[src/rtl/gon_multicast_scheduler.sv]
// ---------------------------------------------------------------------------
// gon_multicast_scheduler
//
// Sequencer for one GON X multicast bus row. It first loads the ID scan chain
// of the row's NUM_NODES multicast controllers. It then queues (tag, value)
// requests and drives them onto the shared row bus one beat at a time.
//
// Ports
//   clk, rst             clock, synchronous active-low reset
//   cfg_start            request an ID-chain load
//   cfg_valid, cfg_id    next ID to shift into the chain
//   set_id, id_chain_out registered shift enable / ID into the chain head
//   cfg_done             one-cycle pulse with the last set_id of a load
//   req_valid/ready      request handshake (req_tag, req_value)
//   bus_tag/value/enable beat broadcast to the row, completed on bus_ready
//   busy                 loading the chain, or running with queued requests
// ---------------------------------------------------------------------------
module gon_multicast_scheduler #(
    parameter int ID_LEN     = 4,
    parameter int VALUE_LEN  = 32,
    parameter int NUM_NODES  = 8,
    parameter int FIFO_DEPTH = 4
) (
    input  logic                 clk,
    input  logic                 rst,
    input  logic                 cfg_start,
    input  logic                 cfg_valid,
    input  logic [ID_LEN-1:0]    cfg_id,
    output logic                 set_id,
    output logic [ID_LEN-1:0]    id_chain_out,
    output logic                 cfg_done,
    input  logic                 req_valid,
    output logic                 req_ready,
    input  logic [ID_LEN-1:0]    req_tag,
    input  logic [VALUE_LEN-1:0] req_value,
    output logic [ID_LEN-1:0]    bus_tag,
    output logic                 bus_enable,
    output logic [VALUE_LEN-1:0] bus_value,
    input  logic                 bus_ready,
    output logic                 busy
);

    localparam int PW = $clog2(FIFO_DEPTH);
    localparam int CW = $clog2(NUM_NODES + 1);
    localparam int EW = ID_LEN + VALUE_LEN;

    localparam logic [1:0] ST_IDLE   = 2'd0;
    localparam logic [1:0] ST_CONFIG = 2'd1;
    localparam logic [1:0] ST_RUN    = 2'd2;

    logic [1:0]        state_q, state_d;
    logic [CW-1:0]     cnt_q, cnt_d;
    logic              set_id_q, set_id_d;
    logic [ID_LEN-1:0] id_q, id_d;
    logic              cfg_done_q, cfg_done_d;
    logic [PW-1:0]     wr_ptr_q, wr_ptr_d;
    logic [PW-1:0]     rd_ptr_q, rd_ptr_d;
    logic [PW:0]       count_q, count_d;
    logic [EW-1:0]     mem_q [FIFO_DEPTH];

    logic          fifo_empty;
    logic          fifo_full;
    logic          in_run;
    logic          push;
    logic          pop;
    logic [EW-1:0] head;

    assign fifo_empty = (count_q == '0);
    assign fifo_full  = (count_q == (PW+1)'(FIFO_DEPTH));
    assign in_run     = (state_q == ST_RUN);
    // Acceptance depends only on registered state, so no path from req_valid
    // or bus_ready reaches req_ready.
    assign push       = in_run & req_valid & ~fifo_full;
    // The queue can only hold entries while running, so a non-empty queue
    // alone qualifies the beat.
    assign pop        = ~fifo_empty & bus_ready;
    assign head       = mem_q[rd_ptr_q];

    // Payload storage carries no reset: stale entries are never visible
    // because the head is masked whenever the occupancy count is zero.
    always_ff @(posedge clk) begin
        if (push) begin
            mem_q[wr_ptr_q] <= {req_tag, req_value};
        end
    end

    always_comb begin
        state_d    = state_q;
        cnt_d      = cnt_q;
        set_id_d   = 1'b0;
        id_d       = id_q;
        cfg_done_d = 1'b0;
        wr_ptr_d   = wr_ptr_q;
        rd_ptr_d   = rd_ptr_q;
        count_d    = count_q;

        case (state_q)
            ST_IDLE: begin
                if (cfg_start) begin
                    state_d = ST_CONFIG;
                    cnt_d   = '0;
                end
            end
            ST_CONFIG: begin
                if (cfg_valid) begin
                    set_id_d = 1'b1;
                    id_d     = cfg_id;
                    cnt_d    = cnt_q + CW'(1);
                    // cfg_done is registered alongside the final set_id.
                    if (cnt_q == CW'(NUM_NODES - 1)) begin
                        state_d    = ST_RUN;
                        cfg_done_d = 1'b1;
                    end
                end
            end
            ST_RUN: begin
                // Reload only from a quiescent queue; otherwise the request
                // is dropped rather than remembered.
                if (cfg_start && fifo_empty && !push) begin
                    state_d = ST_CONFIG;
                    cnt_d   = '0;
                end
            end
            default: begin
                state_d = ST_IDLE;
            end
        endcase

        if (push) begin
            wr_ptr_d = wr_ptr_q + PW'(1);
        end
        if (pop) begin
            rd_ptr_d = rd_ptr_q + PW'(1);
        end
        case ({push, pop})
            2'b10:   count_d = count_q + (PW+1)'(1);
            2'b01:   count_d = count_q - (PW+1)'(1);
            default: count_d = count_q;
        endcase
    end

    always_ff @(posedge clk) begin
        if (!rst) begin
            state_q    <= ST_IDLE;
            cnt_q      <= '0;
            set_id_q   <= 1'b0;
            id_q       <= '0;
            cfg_done_q <= 1'b0;
            wr_ptr_q   <= '0;
            rd_ptr_q   <= '0;
            count_q    <= '0;
        end else begin
            state_q    <= state_d;
            cnt_q      <= cnt_d;
            set_id_q   <= set_id_d;
            id_q       <= id_d;
            cfg_done_q <= cfg_done_d;
            wr_ptr_q   <= wr_ptr_d;
            rd_ptr_q   <= rd_ptr_d;
            count_q    <= count_d;
        end
    end

    assign set_id       = set_id_q;
    assign id_chain_out = id_q;
    assign cfg_done     = cfg_done_q;
    assign req_ready    = in_run & ~fifo_full;
    assign bus_enable   = ~fifo_empty;
    assign bus_tag      = fifo_empty ? '0 : head[EW-1:VALUE_LEN];
    assign bus_value    = fifo_empty ? '0 : head[VALUE_LEN-1:0];
    assign busy         = (state_q == ST_CONFIG) | (in_run & ~fifo_empty);

endmodule

[config.mk]
export PLATFORM = sky130hd
export DESIGN_NAME = gon_multicast_scheduler
export DESIGN_NICKNAME = d
export VERILOG_FILES = /design/src/rtl/gon_multicast_scheduler.sv
export SDC_FILE = /design/constraint.sdc
export NUM_CORES = 1
export LEC_CHECK = 0
export CORE_MARGIN = 2
export CORE_UTILIZATION = 45
export DETAILED_ROUTE_END_ITERATION = 10
export HOLD_SLACK_MARGIN = 0.02
export MAX_ROUTING_LAYER = met4
export PLACE_DENSITY = 0.65
export SYNTH_ARGS = -nofsm -noshare
export SYNTH_HDL_FRONTEND = slang
export SYNTH_SLANG_ARGS = --single-unit
[constraint.sdc]
create_clock -name clk -period 2.8 [get_ports clk]
set_clock_uncertainty 0.05 [all_clocks]
set_input_delay 0.56 -clock clk [delete_from_list [all_inputs] [get_ports clk]]
set_output_delay 0.56 -clock clk [all_outputs]
set_load 0.1 [all_outputs]
==> out/metrics.json <==
{
  "clock_network": {
    "cts-root-to-sink-buffers": 2,
    "cts_htree_levels": 4,
    "cts-buffers-inserted": 17,
    "path_clk_slew_ns": 0.06,
    "clock_sink_count": 165,
    "cts_tree": "built",
    "insertion_delay_ns": 0.41,
    "clock_tree.root_cell": "clkbuf_16"
  },
  "synth": {
    "yosysWarningCount": 0,
    "post_synth_main_area_contributors": "edfxtp_1, mux4_2, dfxtp_1",
    "share_of_cell_area_taken_by_muxes_after_synthesis": 0.135,
    "synth_compound_gate_area_share": 0.0226,
    "synth_async_reset_ratio": 0,
    "post_synth_edffs": 144,
    "post_synth_xor_area_fraction": 0.00536,
    "share_of_the_yosys_chip_area_belonging_to_registers": 0.726,
    "syn-num-nets": 397,
    "netlist.area_leader.share": 0.662,
    "synth_area_per_cell_um2": 19.0,
    "yosys.area.top_type": "edfxtp_1",
    "post_synthesis_sequential_element_count": 165,
    "syn_area_um2": 6530,
    "synthAdderAreaFrac": 0.0146,
    "synth_flop_cell": "edfxtp_1",
    "yosysUniqueCellTypes": 41,
    "largest_family_of_logic_cells_by_synthesized_area": "multiplexers",
    "postSynthCellCount": 344,
    "synthesized_area_fraction_occupied_by_and_or_nand_nor_cells": 0.0709
  },
  "min_path": {
    "timing.hold.worst_path_depth": 2,
    "holdPathEnd": "id_chain_out[1]",
    "min-delay-path-class": "reg -> reg",
    "holdCritStartpoint": "id_chain_out[1]"
  },
  "grt": {
    "number_of_antenna_violations_at_the_first_check_in_global_routing": 1,
    "grt_max_degree": 38,
    "gr-total-overflow": 0,
    "first_pass_grt_wire_length_um": 18400,
    "grt_util_all_layers": 0.162,
    "first_global_vias": 3577
  },
  "flow_run": {
    "cap_viol_max_count": 0
  },
  "setup_path": {
    "r2r_setup_slack_ns": 0.58,
    "crit_chain": "buf_12, mux4_1, and2_1, buf_12",
    "timing.critical_path.buf_inv": 2,
    "crit_slowest_cell": "mux4_1",
    "critPathMaxFanout": 17,
    "crit_arrival_ns": 2.06,
    "critPathMostFrequentCell": "buf_12",
    "reg2regPathDepth": 9,
    "worst_r2r_startpoint": "state_q[0]",
    "timing_worst_setup_path_type": "reg -> out",
    "slowest_delay_ns": 0.58,
    "r2r_end": "count_q[2]",
    "endpoint_kind": "primary output",
    "cp.required_ns": 2.19,
    "critical_path_source_type": "flop",
    "cp_top_family": "multiplexers"
  },
  "finish": {
    "fillers": 1053,
    "final-seq-area_um2": 4750,
    "synthToLayoutAreaGrowth_pct": 32.4,
    "area_of_the_multi_input_gates_um2": 1630,
    "drive_gt1_frac": 0.270,
    "nets": 503
  },
  "die": {
    "floorplan.rows": 44,
    "floorplan.die.width_um": 124,
    "starting_utilization_of_the_core_area": 0.455,
    "i_o_pin_cnt": 91,
    "core_area_um2": 14400,
    "die-area_um2": 15500,
    "die_height_um": 124
  },
  "routing": {
    "met2_length_um": 6140,
    "detail_route.wirelength_um": 11500,
    "ant_nets": 0,
    "drc": 0,
    "avgViaCountPerCell": 5.20,
    "dr_total_vias": 3368,
    "top_layer": "met4",
    "drt-initial-drc-count": 311,
    "drt_pre_antenna_iters": 4,
    "met3WireLength_um": 504,
    "route.layer.met1.wl_um": 4630,
    "avgRoutedWirePerCell_um": 17.7
  },
  "sta": {
    "max_slew.worst_pin.slew_ns": 0.531,
    "rsz0062_at_grt": "no",
    "period_share": 0.955,
    "finalWorstPathRequiredPeriod_ns": 2.67,
    "final.setup.tns_ns": 0,
    "slew_viol_final": 0,
    "timing.final.ws_setup_ns": 0.126,
    "final_setup_violating_endpoints": 0,
    "hold_viol": 0,
    "timing.fmax_ghz": 0.374,
    "tightest_slew_margin_relative_to_the_limit": 0.645
  },
  "placed_design": {
    "globalplace.congestion": 0.818,
    "placement.io_buffers": 90,
    "place_hpwl_um": 7400,
    "preCtsSetupSlack_ns": 0.259
  },
  "pwr": {
    "power.total_w": 0.00504,
    "power_leakage_nw": 2.88,
    "powerDensity_nw_per_um2": 582,
    "max-vdd-ir-drop_mv": 0.275
  },
  "status": {
    "outcome": "complete, no violations"
  }
}
per-stage QoR:
stage	hold WS [ns]	utilization	instance area [µm²]	std cells
after floorplan	0.402	-	6530	344
after global placement	0.397	0.562	8080	615
after detailed placement	0.402	0.562	8080	615
after CTS	0.410	0.602	8650	647
after global routing	0.431	0.602	8650	648
final	0.405	0.602	8650	648
state kept, by name, summed over array words and instances, names as in the netlist, named ones only:
name          flops
mem_q           144
cnt_q             4
id_chain_out      4
count_q           3
rd_ptr_q          2
state_q           2
wr_ptr_q          2
cfg_done          1
set_id            1
what timing repair did:
item,in CTS,in global routing
buffers inserted,0,0
hold buffers,0,0
setup endpoints to repair,1,0
endpoints found under the hold margin,0,0
resized for setup,1,0
worst max path at each step:
stage	end	start	slack, ns	cells after the start
2_1_floorplan	req_ready	state_q[0]	0.06	3
3_3_place_gp	count_q[2]	req_valid	0.29	10
3_5_place_dp	count_q[2]	req_valid	0.26	10
4_1_cts	bus_value[26]	flop	0.09	4
5_1_grt	bus_value[26]	flop	0.04	4
6_report	bus_value[26]	flop	0.13	4
layer usage:
| metal | track usage | up-vias |
|---|---|---|
| li1 | - | 1560 |
| met4 | 0.0595 | 0 |
| met3 | 0.0455 | 16 |
| met1 | 0.179 | 1716 |
| met5 | - | - |
| met2 | 0.280 | 76 |
power breakdown:
group          internal [W]  switching, W
clock               0.00131      0.000877
sequential          0.00267    0.00000675
combinational     0.0000770     0.0000959
cell type report:
class	instances	share of cell area
timing repair buffer	103	0.166
antenna	1	0.000289
inverter	10	0.00434
clock inverter	13	0.0155
tap	184	0.0266
sequential	165	0.549
multi-input combinational	153	0.188
clock buffer	19	0.0500
cell families (layout without fill, tap and decap cells):
family                   count (synthesis)  count (layout)
AO/OA/AOI/OAI                           21              21
flip-flops                             165             165
adder cells (fa/ha/maj)                  7               7
buffers and inverters                   26             145
AND/OR/NAND/NOR                         80              80
XOR/XNOR                                 4               4
other                                    0               1
multiplexers                            41              41
synth_stat cells (all sizes together) (2+ instances only):
cell type  instances
edfxtp           144
and2              40
mux4              36
dfxtp             21
nand2             11
inv               10
buf                9
nor2               9
a21oi              7
clkbuf             7
nand3              7
ha                 6
mux2i              5
nand2b             4
xor2               4
a211oi             2
a31oi              2
nor3               2
o21ai              2
o31ai              2
worst min-delay path: cells and delay by family (launching register included):
kind	cells	cell delay, ns
simple gates	1	0.05
compound gates	1	0.05
flops	1	0.31
placed cells by master, fill, tap and decap left out, types with 2 or more instances in the layout:
cell / count
a21oi_1: 7
a31oi_1: 2
and2_1: 36
and2_2: 4
buf_12: 44
buf_4: 14
bufinv_16: 2
clkbuf_1: 2
clkbuf_16: 17
clkdlybuf4s50_1: 45
clkinv_1: 2
clkinv_2: 3
clkinv_4: 4
dfxtp_1: 19
edfxtp_1: 144
ha_1: 6
inv_1: 10
mux2i_1: 5
mux4_1: 6
mux4_2: 30
nand2_1: 11
nand2b_1: 4
nand3_1: 7
nor2_1: 9
o31ai_1: 2
xor2_1: 4
Power figures use the tool's default switching activity.
